==> src/rtl/bram_rd_ctrl_pkg.sv <==
// Shared constants for the BRAM read controller and the BRAM slice it fronts.
// The defaults here must agree with the BRAM slice instance parameters.
package bram_rd_ctrl_pkg;

    localparam int DEF_DATA_WIDTH = 64;
    localparam int DEF_RA_WIDTH   = 12;
    localparam int DEF_RD_LATENCY = 4;
    localparam int DEF_FIFO_DEPTH = 8;

    // The credit counter must be able to hold the value FIFO_DEPTH itself.
    function automatic int credit_width(input int depth);
        return $clog2(depth) + 1;
    endfunction

endpackage

==> src/rtl/bram_rd_ctrl_if.sv <==
// Request / BRAM / response bus of the BRAM read controller.
// master: the controller side; slave: requester, BRAM slice and consumer side.
interface bram_rd_ctrl_if
    import bram_rd_ctrl_pkg::*;
#(
    parameter int DATA_WIDTH = DEF_DATA_WIDTH,
    parameter int RA_WIDTH   = DEF_RA_WIDTH
);
    logic                  i_req_valid;
    logic                  o_req_ready;
    logic [RA_WIDTH-1:0]   i_req_addr;
    logic                  o_re;
    logic [RA_WIDTH-1:0]   o_ra;
    logic [DATA_WIDTH-1:0] i_rd;
    logic                  o_rsp_valid;
    logic                  i_rsp_ready;
    logic [DATA_WIDTH-1:0] o_rsp_data;
    logic                  o_busy;

    modport master (
        input  i_req_valid, i_req_addr, i_rd, i_rsp_ready,
        output o_req_ready, o_re, o_ra, o_rsp_valid, o_rsp_data, o_busy
    );

    modport slave (
        output i_req_valid, i_req_addr, i_rd, i_rsp_ready,
        input  o_req_ready, o_re, o_ra, o_rsp_valid, o_rsp_data, o_busy
    );

endinterface

==> src/rtl/bram_rd_ctrl_rsp_fifo.sv <==
// Response FIFO: power-of-two depth, wrapping pointers, same-cycle push/pop
// allowed at any occupancy, head read straight from storage (no bypass).
module rsp_fifo
    import bram_rd_ctrl_pkg::*;
#(
    parameter int WIDTH = DEF_DATA_WIDTH,
    parameter int DEPTH = DEF_FIFO_DEPTH
) (
    input  logic             clk1x,
    input  logic             reset,
    input  logic             push,
    input  logic [WIDTH-1:0] push_data,
    input  logic             pop,
    output logic             full,
    output logic             empty,
    output logic [WIDTH-1:0] head
);
    localparam int AW = $clog2(DEPTH);
    localparam int CW = AW + 1;
    localparam logic [AW-1:0] PTR_ONE  = AW'(1);
    localparam logic [CW-1:0] CNT_ONE  = CW'(1);
    localparam logic [CW-1:0] CNT_FULL = CW'(DEPTH);

    logic [WIDTH-1:0] mem [DEPTH];
    logic [AW-1:0]    wr_ptr_reg;
    logic [AW-1:0]    rd_ptr_reg;
    logic [CW-1:0]    count_reg;

    // Storage write; contents are never observed while empty, so no reset.
    always_ff @(posedge clk1x) begin
        if (push) begin
            mem[wr_ptr_reg] <= push_data;
        end
    end

    // Pointers advance independently and wrap naturally modulo DEPTH.
    always_ff @(posedge clk1x or negedge reset) begin
        if (!reset) begin
            wr_ptr_reg <= '0;
            rd_ptr_reg <= '0;
        end else begin
            if (push) begin
                wr_ptr_reg <= wr_ptr_reg + PTR_ONE;
            end
            if (pop) begin
                rd_ptr_reg <= rd_ptr_reg + PTR_ONE;
            end
        end
    end

    // Occupancy: a simultaneous push and pop leaves it unchanged.
    always_ff @(posedge clk1x or negedge reset) begin
        if (!reset) begin
            count_reg <= '0;
        end else begin
            case ({push, pop})
                2'b10:   count_reg <= count_reg + CNT_ONE;
                2'b01:   count_reg <= count_reg - CNT_ONE;
                default: count_reg <= count_reg;
            endcase
        end
    end

    assign empty = (count_reg == '0);
    assign full  = (count_reg == CNT_FULL);
    assign head  = mem[rd_ptr_reg];

endmodule

==> src/rtl/bram_rd_ctrl.sv <==
// BRAM read controller: credit-gated request acceptance, registered BRAM
// read strobe, fixed-latency in-flight tracking and an in-order response FIFO.
// A credit is consumed per accepted request and returned per popped response,
// so every returned datum always has a free FIFO slot.
module bram_rd_ctrl
    import bram_rd_ctrl_pkg::*;
#(
    parameter int DATA_WIDTH = DEF_DATA_WIDTH,
    parameter int RA_WIDTH   = DEF_RA_WIDTH,
    parameter int RD_LATENCY = DEF_RD_LATENCY,
    parameter int FIFO_DEPTH = DEF_FIFO_DEPTH
) (
    input  logic          clk1x,
    input  logic          reset,
    bram_rd_ctrl_if.master bus
);
    localparam int CW = credit_width(FIFO_DEPTH);
    localparam logic [CW-1:0] CREDIT_MAX = CW'(FIFO_DEPTH);
    localparam logic [CW-1:0] CREDIT_ONE = CW'(1);

    logic [CW-1:0]       credits_reg;
    logic                re_reg;
    logic [RA_WIDTH-1:0] ra_reg;
    logic                vld_sr_reg [RD_LATENCY];
    logic                stage_in   [RD_LATENCY];

    logic req_ready;
    logic accept;
    logic pop;
    logic push;
    logic fifo_full;
    logic fifo_empty;

    assign req_ready = (credits_reg != '0);
    assign accept    = bus.i_req_valid && req_ready;
    assign pop       = !fifo_empty && bus.i_rsp_ready;
    assign push      = vld_sr_reg[RD_LATENCY-1];

    // Credit bookkeeping; accept and pop in the same cycle cancel out.
    always_ff @(posedge clk1x or negedge reset) begin
        if (!reset) begin
            credits_reg <= CREDIT_MAX;
        end else begin
            case ({accept, pop})
                2'b10:   credits_reg <= credits_reg - CREDIT_ONE;
                2'b01:   credits_reg <= credits_reg + CREDIT_ONE;
                default: credits_reg <= credits_reg;
            endcase
        end
    end

    // Request register: one-cycle read strobe and held address toward the BRAM.
    always_ff @(posedge clk1x or negedge reset) begin
        if (!reset) begin
            re_reg <= 1'b0;
            ra_reg <= '0;
        end else begin
            re_reg <= accept;
            if (accept) begin
                ra_reg <= bus.i_req_addr;
            end
        end
    end

    // Latency shift register: the last stage is high exactly when i_rd carries
    // the datum for a strobe issued RD_LATENCY cycles earlier.
    for (genvar gi = 0; gi < RD_LATENCY; gi++) begin : g_lat
        if (gi == 0) begin : g_head
            assign stage_in[gi] = re_reg;
        end else begin : g_tail
            assign stage_in[gi] = vld_sr_reg[gi-1];
        end

        // Clearing the stages on reset drops reads that were in flight.
        always_ff @(posedge clk1x or negedge reset) begin
            if (!reset) begin
                vld_sr_reg[gi] <= 1'b0;
            end else begin
                vld_sr_reg[gi] <= stage_in[gi];
            end
        end
    end

    rsp_fifo #(
        .WIDTH (DATA_WIDTH),
        .DEPTH (FIFO_DEPTH)
    ) u_fifo (
        .clk1x     (clk1x),
        .reset     (reset),
        .push      (push),
        .push_data (bus.i_rd),
        .pop       (pop),
        .full      (fifo_full),
        .empty     (fifo_empty),
        .head      (bus.o_rsp_data)
    );

    // The credit scheme guarantees a full FIFO is never pushed without a pop.
    a_no_overflow: assert property (@(posedge clk1x) disable iff (!reset)
        !(push && fifo_full && !pop));

    assign bus.o_req_ready = req_ready;
    assign bus.o_re        = re_reg;
    assign bus.o_ra        = ra_reg;
    assign bus.o_rsp_valid = !fifo_empty;
    assign bus.o_busy      = (credits_reg != CREDIT_MAX);

endmodule

==> src/flat_wrapper.sv <==
// flat-port wrapper written by rule: the top's interface ports become plain ports
module bram_rd_ctrl_flat import bram_rd_ctrl_pkg::*;
#(
    parameter int DATA_WIDTH = DEF_DATA_WIDTH,
    parameter int RA_WIDTH   = DEF_RA_WIDTH,
    parameter int RD_LATENCY = DEF_RD_LATENCY,
    parameter int FIFO_DEPTH = DEF_FIFO_DEPTH
)
  (clk1x, reset, bus_i_req_valid, bus_i_req_addr, bus_i_rd, bus_i_rsp_ready, bus_o_req_ready, bus_o_re, bus_o_ra, bus_o_rsp_valid, bus_o_rsp_data, bus_o_busy);
  bram_rd_ctrl_if #(.DATA_WIDTH(DATA_WIDTH), .RA_WIDTH(RA_WIDTH)) bus_i ();
  input  logic clk1x;
  input  logic reset;
  input wire logic [$bits(bus_i.i_req_valid)-1:0] bus_i_req_valid;
  input wire logic [$bits(bus_i.i_req_addr)-1:0] bus_i_req_addr;
  input wire logic [$bits(bus_i.i_rd)-1:0] bus_i_rd;
  input wire logic [$bits(bus_i.i_rsp_ready)-1:0] bus_i_rsp_ready;
  output wire logic [$bits(bus_i.o_req_ready)-1:0] bus_o_req_ready;
  output wire logic [$bits(bus_i.o_re)-1:0] bus_o_re;
  output wire logic [$bits(bus_i.o_ra)-1:0] bus_o_ra;
  output wire logic [$bits(bus_i.o_rsp_valid)-1:0] bus_o_rsp_valid;
  output wire logic [$bits(bus_i.o_rsp_data)-1:0] bus_o_rsp_data;
  output wire logic [$bits(bus_i.o_busy)-1:0] bus_o_busy;
  assign bus_i.i_req_valid = bus_i_req_valid;
  assign bus_i.i_req_addr = bus_i_req_addr;
  assign bus_i.i_rd = bus_i_rd;
  assign bus_i.i_rsp_ready = bus_i_rsp_ready;
  assign bus_o_req_ready = bus_i.o_req_ready;
  assign bus_o_re = bus_i.o_re;
  assign bus_o_ra = bus_i.o_ra;
  assign bus_o_rsp_valid = bus_i.o_rsp_valid;
  assign bus_o_rsp_data = bus_i.o_rsp_data;
  assign bus_o_busy = bus_i.o_busy;
  bram_rd_ctrl #(.DATA_WIDTH(DATA_WIDTH), .RA_WIDTH(RA_WIDTH), .RD_LATENCY(RD_LATENCY), .FIFO_DEPTH(FIFO_DEPTH)) u_core (.clk1x(clk1x), .reset(reset), .bus(bus_i));
endmodule
==> config.mk <==
export PLATFORM = sky130hd
export DESIGN_NAME = bram_rd_ctrl_flat
export DESIGN_NICKNAME = d
export VERILOG_FILES = /design/src/rtl/bram_rd_ctrl_pkg.sv /design/src/rtl/bram_rd_ctrl_if.sv /design/src/rtl/bram_rd_ctrl_rsp_fifo.sv /design/src/rtl/bram_rd_ctrl.sv /design/src/flat_wrapper.sv
export SDC_FILE = /design/constraint.sdc
export NUM_CORES = 1
export LEC_CHECK = 0
export ABC_AREA = 1
export BUFFER_PORTS_ARGS = -buffer_cell sky130_fd_sc_hd__buf_2
export CORE_UTILIZATION = 30
export CTS_CLUSTER_SIZE = 10
export DETAILED_ROUTE_END_ITERATION = 8
export GPL_TIMING_DRIVEN = 0
export PLACE_DENSITY = 0.51
export RECOVER_POWER = 25
export SLEW_MARGIN = 10
export SYNTH_ARGS = -nofsm -noshare
export SYNTH_HDL_FRONTEND = slang
export SYNTH_SLANG_ARGS = --single-unit
==> constraint.sdc <==
create_clock -name clk1x -period 6.6 [get_ports clk1x]
set_input_delay 0.66 -clock clk1x [delete_from_list [all_inputs] [get_ports clk1x]]
set_output_delay 0.66 -clock clk1x [all_outputs]
set_load 0.02 [all_outputs]
# Word-level counts from Yosys, hierarchy flattened
# Memory sizes are Yosys's and may differ from the RTL's.
# Cells that the tools add are included.
# word_totals
reg_bits,31
ram_bits,512
input_bits,80
out_inout_bits,80
elab_cells,33
n_memories,1
# mem_list
memory,words,word_bits,read_ports,rd_clocked_by_memory_dff,write_ports,line_no,source
u_core.u_fifo.mem,8,64,1,0,1,bram_rd_ctrl_rsp_fifo.sv:24,logic [WIDTH-1:0] mem [DEPTH];
# classes
addsub,6
n_eq_ne,5
muxes,4
reduce_logical,7
# op_table
cell,n
$pmux 4 s2,2
$add 4x1->4 const B,2
$sub 4x1->4 const B,2
$add 3x1->3 const B,2
$eq 2x1->1 const B,2
$eq 2x2->1 const B,2
$logic_not 4->1,1
$ne 4x4->1 const B,1
$reduce_bool 2->1,2
$reduce_bool 4->1,1
$logic_and 1x1->1,2
$mux 1,2
$logic_not 1->1,1

# Depth between registers and ports, before layout
# Gate-level depths: netlist (run 1).
# logic_depth
word_depth,5
ltp_mapped,13
mapped_depth_nobuf,13

# By module
# Synthesis (run 1) repeated with hierarchy kept, for this count alone.
# hier_totals
hier_cells,1617
hier_area_um2,21290.4
# by_module_without_submodules
mod,n_inst,cells_each,area_each_um2,seq_area_each_um2
rsp_fifo,1,1521,20380.8,15625.0
bram_rd_ctrl,1,96,909.6,526.8

# Least setup slack after synthesis (run 1)
# Ideal clock, no wire load.
# synth_timing
kind,reg2reg
startpoint,register u_core.vld_sr_reg (netlist bit u_core.push)
endpoint,"memory u_core.u_fifo.mem[0][0] (netlist name), enable pin"
setup_time_ns,0.486
arrival_time_ns,3.456
required_time_ns,6.114
path_slack_ns,2.657
path_stages_with_launch,4
path_buffers,0
synth_period_minus_slack_ns,3.943
cell_sequence,dfrtp_1 inv_1 or2_2 nor2_1
# synth_between
elab_chain_cells,2
# synth_rtl
item,line_no,source
from (decl),bram_rd_ctrl.sv:24,logic vld_sr_reg [RD_LATENCY];
"from (signal, indexed assignment)",bram_rd_ctrl.sv:79,vld_sr_reg[gi] <= stage_in[gi];
$mux 1,bram_rd_ctrl_rsp_fifo.sv:31,if (push) begin
$mux 1 (implied by the code),bram_rd_ctrl_rsp_fifo.sv:32,mem[wr_ptr_reg] <= push_data;
to (decl),bram_rd_ctrl_rsp_fifo.sv:24,
# No other way between the ends.

# Worst setup path after layout (run 1)
# layout_timing
startpoint,register u_core.u_fifo.rd_ptr_reg[0]
endpoint,output bus_o_rsp_data[4]
# layout_between
elab_chain_cells,1
# layout_rtl
item,line_no,source
from (decl),bram_rd_ctrl_rsp_fifo.sv:26,logic [AW-1:0] rd_ptr_reg;
from (signal assigned),bram_rd_ctrl_rsp_fifo.sv:46,rd_ptr_reg <= rd_ptr_reg + PTR_ONE;
$mem_v2 8x64,-,
to (decl),flat_wrapper.sv:21,output wire logic [$bits(bus_i.o_rsp_data)-1:0] bus_o_rsp_data;
# No other way between the ends.

==> results of run 1 <==
==> report_power, final <==
part	leakage, nW	switching [W]	internal, W
combinational	3.13	0.00342	0.00141
sequential	5.02	0.000150	0.00433
clock	0.811	0.00127	0.00171
total	8.96	0.00484	0.00746
==> cell usage after synthesis (7+ instances only) <==
master    count
buf_1         9
nand2_1     263
nand3_1       7
inv_1        16
edfxtp_1    512
buf_4        15
buf_2        13
dfrtp_1      30
nor2_1      397
o21ai_1     124
ha_1          8
clkbuf_1     56
o21ai_0     264
==> worst paths after layout <==
check	start	slack [ns]	depth (start not counted)	end
max reg2reg	u_core.credits_reg[0]$_DFFE_PN0P_	4.08	12	u_core.credits_reg[3]$_DFFE_PN1P_
min in group clk1x	bus_i_req_addr[3]	0.25	3	u_core.bus.o_ra[3]$_DFFE_PN0P_
min	reset	0.11	1	u_core.bus.o_ra[10]$_DFFE_PN0P_
max	u_core.u_fifo.rd_ptr_reg[0]$_DFFE_PN0P_	2.93	9	bus_o_rsp_data[4]
min reg2reg	u_core.stage_in[1]$_DFF_PN0_	0.35	0	u_core.stage_in[0]$_DFF_PN0_
max in group asynchronous	reset	6.02	1	u_core.u_fifo.wr_ptr_reg[1]$_DFFE_PN0P_
==> worst max-delay path, delay by kind of cell, from the launching register on <==
kind,cells,cell delay [ns]
simple gates,3,0.32
buf+inv,5,1.36
compound gates,1,0.17
flops,1,0.54
==> metal layers <==
layer	up-vias	GRT usage	wire length [um]
li1	6570	-	-
met4	10	0.04286	1312
met5	-	0	52
met1	6794	0.2046	24730
met3	98	0.03144	3574
met2	386	0.2753	29180
==> final cells by class <==
cell class	instances	area, sq um
Inverter	17	63.81
Clock buffer	75	1610
Clock inverter	5	57.56
Antenna cell	2	5.005
Sequential cell	543	16150
Fill cell	6889	44760
Multi-Input combinational cell	1078	4748
Buffer	100	513.0
Timing Repair Buffer	183	1305
Tap cell	940	1176
==> kinds of logic (layout without fill, tap and decap cells) <==
| kind of cell | after synthesis | count (layout) |
|---|---|---|
| AND/OR/NAND/NOR | 671 | 671 |
| flip-flops | 543 | 543 |
| AO/OA/AOI/OAI | 389 | 389 |
| buffers and inverters | 117 | 380 |
| adder cells (fa/ha/maj) | 9 | 9 |
| XOR/XNOR | 9 | 9 |
| other | 0 | 2 |
==> per-stage QoR <==
stage          hold WS [ns]  total power (W)  instance area, sq um
5_1_grt              0.1590          0.01306                 25630
4_1_cts              0.1192          0.01249                 25680
3_3_place_gp         0.3337         0.009345                 23390
2_1_floorplan        0.3312         0.007456                 21420
6_report             0.1117          0.01230                 25630
3_5_place_dp         0.3347         0.009484                 24010
==> flow_metrics.py, run 1 <==
metrics = {
    "outcome": {
        "outcome": "completed",
    },
    "clock_network": {
        "ctsHoldBuffers": 0,
        "ctsResizeCount": 0,
        "htreeDepth": 2,
        "cts.path.max_buffers": 3,
        "tritoncts": "built",
        "ctsRootBufferMaster": "clkbuf_16",
        "cts_buffers": 61,
        "cts_setup_buffers": 0,
        "cts_sinks": 543,
        "clock_latency_ns": 0.62,
        "cts.reportedPaths.clkPinSlew_ns": 0.06,
    },
    "timing": {
        "period_share": 0.5561,
        "rsz0062_at_grt": "no",
        "setup-tns-final_ns": 0,
        "setup_slack_ns": 2.929,
        "relSlewSlack": 0.3269,
        "fmax_ghz": 0.2724,
        "worst_pin_slew_ns": 1.010,
        "finClkSkew_ns": 0.01691,
        "fin_crit_ns": 3.671,
        "maxSlewViolCount": 0,
        "setup_viol": 0,
        "finalHoldViolations": 0,
    },
    "logic_synthesis": {
        "ys_warn_count": 0,
        "synthFlopType": "edfxtp_1",
        "synth_edf_count": 512,
        "synthDistinctLibCells": 24,
        "synthCells": 1738,
        "synth_top_family_by_area": "simple AND/OR/NAND/NOR gates",
        "synth_seq_cells": 543,
        "synthTopCellsByArea": "edfxtp_1 72%, nor2_1 7.0%, o21ai_0 6.2%",
        "async_reset_ff_frac": 0.05709,
        "synth.area.mux_share": 0,
        "synthXorXnorAreaFrac": 0.003681,
        "synth_top_cell_area_share": 0.7179,
        "synth-seq-area-share": 0.7542,
        "synth_fa_ha_area_frac": 0.005608,
        "synth_compound_area_frac": 0.09102,
        "synthSimpleGateAreaFrac": 0.1186,
        "syn_nets": 1827,
        "synth.cell_area_sq_mm": 0.02142,
        "synth.avg_cell_area_sq_um": 12.32,
        "synth_top_area_cell": "edfxtp_1",
    },
    "power_and_ir_drop": {
        "vdd.ir_drop.worst_mv": 0.2142,
        "leakagePower_nw": 8.958,
        "power_density_mw_per_mm2": 479.8,
    },
    "die": {
        "coreArea_sq_mm": 0.07039,
        "rows": 97,
        "io_pins": 160,
        "die_w_um": 269.2,
        "die_h_um": 269.2,
        "start_util": 0.3042,
        "die-area_sq_mm": 0.07246,
    },
    "grt": {
        "grt_max_degree": 32,
        "grt.total_usage": 0.1600,
        "grt_pass1_vias": 13760,
        "overflow": 0,
        "antenna_found_initial": 7,
        "grt_pass1_wl_um": 87260,
    },
    "hold_path": {
        "hold_path.class": "input pin to asynchronous set/reset pin",
    },
    "job": {
        "drv_cap": 0,
    },
    "place": {
        "routabilityCongestion": 0.7242,
        "post-place-ws_ns": 3.505,
        "port_buffers": 159,
        "dp.cells": 2861,
        "dp_hpwl_um": 38410,
    },
    "setup_path": {
        "cp_common_cell": "buf_2",
        "cp_slowest_cell": "dfrtp_1",
        "cp_cell_sequence": "inv_2 -> buf_4 -> buf_2 -> buf_2 -> nor2_1 -> o21ai_1 -> nand2_1 -> nand2_1 -> buf_2",
        "cp_slowest_stage_delay_ns": 0.54,
        "crit_fanout": 10,
        "crit_required_ns": 5.94,
        "cp.arrival_ns": 3.01,
        "cp-start-kind": "register",
        "cp-end-kind": "output port",
        "worstSetupPathType": "register to output port",
    },
    "detailed_routing": {
        "totalWireLength_um": 58860,
        "antenna_left": 0,
        "avgViaCountPerCell": 4.709,
        "drcViolationCount": 0,
        "vias": 13860,
        "wire_per_inst_um": 20.00,
        "firstDrtPassIters": 5,
        "first_iter_violations": 1059,
    },
    "cells_and_area": {
        "largest_reg_flops": 512,
        "utilization": 0.3641,
        "layout_commonest_cell": "edfxtp_1",
        "top_register": "u_core.u_fifo.mem",
        "layout-drive-gt1-share": 0.1259,
        "layout_common_cells": "512 x edfxtp_1, 389 x nor2_1, 264 x o21ai_0",
        "area_growth_pct": 19.68,
        "nets": 2073,
        "fin_cells": 2943,
    },
}
Power figures use the tool's default switching activity.
==> run 2, diff against run 1 <==
--- a/config.mk
+++ b/config.mk
@@ -11,7 +11,7 @@
 export CTS_CLUSTER_SIZE = 10
 export DETAILED_ROUTE_END_ITERATION = 8
 export GPL_TIMING_DRIVEN = 0
-export PLACE_DENSITY = 0.51
+export PLACE_DENSITY = 0.52
 export RECOVER_POWER = 25
 export SLEW_MARGIN = 10
 export SYNTH_ARGS = -nofsm -noshare
==> constraint.sdc (replaced) <==
create_clock -name clk1x -period 3.2 [get_ports clk1x]
set_input_delay 0.32 -clock clk1x [delete_from_list [all_inputs] [get_ports clk1x]]
set_output_delay 0.32 -clock clk1x [all_outputs]
set_load 0.02 [all_outputs]
==> run 2 against run 1 <==
Against the previous run: non-clock buffer count grew 78; cell count is 2.5% higher; clock skew hardly changed; sequential power is 110% higher; worst setup slack lost 2.8 ns; clock power grew 100%; first-iteration DRC count shrank 12%; final area rose by 2.9%; clock-buffer cell count down 3; register-to-register slack worse by 3.3 ns; flip-flop and latch count unchanged; combinational power rose by 110%; critical endpoint unchanged.
==> flow_metrics.py, run 2 (same netlist as run 1, synthesis figures left out) <==
metrics = {
    "setup_path": {
        "setup.worst_path.start": "u_core.u_fifo.rd_ptr_reg[1]$_DFFE_PN0P_",
        "crit_fanout": 10,
        "r2r_start": "u_core.credits_reg[0]$_DFFE_PN0P_",
        "cp-end-kind": "output port",
        "ff2ff_setup_slack_ns": 0.78,
        "crit_required_ns": 2.88,
        "cp-start-kind": "register",
        "cp.arrival_ns": 2.72,
        "ff2ff_path_depth": 12,
        "worstSetupPathType": "register to output port",
        "r2r_end": "u_core.credits_reg[3]$_DFFE_PN1P_",
    },
    "job": {
        "drv_cap": 0,
    },
    "timing": {
        "setup-tns-final_ns": 0,
        "rsz0062_at_grt": "yes",
        "fin_crit_ns": 3.044,
        "relSlewSlack": 0.5190,
        "maxSlewViolCount": 0,
        "setup_viol": 0,
        "finClkSkew_ns": 0.01653,
        "fmax_ghz": 0.3285,
        "whs_ns": 0.03938,
        "finalHoldViolations": 0,
        "worst_pin_slew_ns": 0.7215,
        "period_share": 0.9512,
    },
    "clock_network": {
        "cts.reportedPaths.clkPinSlew_ns": 0.05,
        "htreeDepth": 2,
        "cts_setup_buffers": 0,
        "ctsRootBufferMaster": "clkbuf_16",
        "tritoncts": "built",
        "cts.path.max_buffers": 3,
        "cts_buffers": 60,
        "cts_sinks": 543,
        "clock_latency_ns": 0.63,
    },
    "detailed_routing": {
        "firstDrtPassIters": 5,
        "vias": 14200,
        "antenna_left": 0,
        "totalWireLength_um": 59220,
        "avgViaCountPerCell": 4.705,
        "drcViolationCount": 0,
        "wire_per_inst_um": 19.62,
        "first_iter_violations": 936,
    },
    "grt": {
        "grt_pass1_vias": 14410,
        "grt_max_degree": 32,
        "antenna_found_initial": 6,
        "grt_pass1_wl_um": 89560,
        "grt.total_usage": 0.1622,
        "overflow": 0,
    },
    "power_and_ir_drop": {
        "power.switching_w": 0.01000,
        "p_clk_frac": 0.235,
        "seqPwrFrac": 0.366,
        "vdd.ir_drop.worst_mv": 0.4857,
        "p_comb_frac": 0.399,
        "total_power_w": 0.02529,
        "leakagePower_nw": 9.279,
        "p_sw_frac": 0.3955,
        "power_density_mw_per_mm2": 959.2,
        "p_int_w": 0.01529,
    },
    "hold_path": {
        "whs_path_depth": 3,
        "hold_start": "bus_i_rsp_ready",
        "min_to": "u_core.u_fifo.rd_ptr_reg[0]$_DFFE_PN0P_",
        "hold_path.class": "input pin to register",
    },
    "cells_and_area": {
        "multi_input_area_sq_mm": 0.004748,
        "seq_area_sq_mm": 0.01615,
        "layout_commonest_cell": "edfxtp_1",
        "fillers": 6848,
        "fin_cells": 3018,
        "layout_common_cells": "512 x edfxtp_1, 389 x nor2_1, 264 x o21ai_0",
        "area_growth_pct": 23.10,
        "layout-drive-gt1-share": 0.1252,
        "utilization": 0.3745,
        "top_register": "u_core.u_fifo.mem",
        "nets": 2150,
        "largest_reg_flops": 512,
    },
    "die": {
        "die_h_um": 269.2,
        "start_util": 0.3042,
        "io_pins": 160,
        "die_w_um": 269.2,
        "rows": 97,
        "coreArea_sq_mm": 0.07039,
        "die-area_sq_mm": 0.07246,
    },
    "place": {
        "routabilityCongestion": 0.7513,
        "port_buffers": 159,
        "dp.cells": 2861,
        "dp_hpwl_um": 37860,
    },
    "outcome": {
        "outcome": "completed",
    },
}
[run 2: cell types whose count changed in the layout (fill, tap and decap cells not counted), sizes merged]
| cell | previous run | this run |
|---|---|---|
| buf | 184 | 187 |
| bufinv | 1 | 0 |
| clkbuf | 174 | 167 |
| clkinv | 4 | 3 |
| dlygate4sd3 | 0 | 79 |
| inv | 17 | 19 |
[run 2: layout make-up]
| class | count | share of cell area |
|---|---|---|
| Sequential cell | 543 | 0.6127 |
| Multi-Input combinational cell | 1078 | 0.1801 |
| Timing Repair Buffer | 262 | 0.07911 |
| Clock buffer | 72 | 0.05866 |
| Tap cell | 940 | 0.04461 |
| Buffer | 99 | 0.02022 |
| Inverter | 17 | 0.002420 |
| Clock inverter | 5 | 0.001993 |
| Antenna cell | 2 | 0.0001898 |
[run 2: power by group through the flow]
stage                     sequential [W]  combinational (W)  clock [W]
after floorplan                  0.00946            0.00591          0
after global placement           0.00953            0.00967          0
after detailed placement         0.00938             0.0102          0
after CTS                        0.00924             0.0103    0.00609
after global routing             0.00934             0.0112    0.00631
final                            0.00924             0.0101    0.00595
[run 2: per-stage QoR]
| stage | instance area [sq um] | worst slack (ns) |
|---|---|---|
| after detailed placement | 24000 | 0.5322 |
| after global routing | 26360 | -0.02411 |
| final | 26360 | 0.1562 |
| after CTS | 26390 | -0.01666 |
| after global placement | 23400 | -3.598 |
| after floorplan | 21430 | -0.7426 |
[run 2: worst max path at each step]
stage	endpoint	slack [ns]	depth (start not counted)
floorplan	u_core.u_fifo.mem[0][0]$_DFFE_PP_	-0.74	3
global placement	u_core.u_fifo.mem[4][34]$_DFFE_PP_	-3.60	3
detailed placement	bus_o_rsp_data[0]	0.53	9
CTS	bus_o_rsp_data[2]	-0.02	8
global route	bus_o_rsp_data[41]	-0.02	7
finish	bus_o_rsp_data[4]	0.16	7
[run 2: worst max-delay path: stages, from the launching register on]
cell,delay (ns)
dfrtp_1,0.43
buf_2,0.38
clkbuf_1,0.48
o21ai_0,0.19
o21ai_1,0.15
nand2_1,0.06
nand2_1,0.20
buf_2,0.21
[run 2: what timing repair did]
| item | CTS | global route |
|---|---|---|
| gates resized for setup | 5 | 15 |
| hold buffers | 79 | 0 |
| endpoints found under the setup margin | 28 | 22 |
| endpoints found under the hold margin | 541 | 0 |
[run 2: routing by layer]
metal | global-route usage | part of all wire | vias to the layer above | routed length (um)
li1 | - | - | 6717 | -
met1 | 0.2150 | 0.44 | 7023 | 25960
met2 | 0.2741 | 0.49 | 368 | 28770
met3 | 0.02583 | 0.055 | 84 | 3246
met4 | 0.04526 | 0.020 | 8 | 1197
met5 | 0 | 0.00074 | - | 44
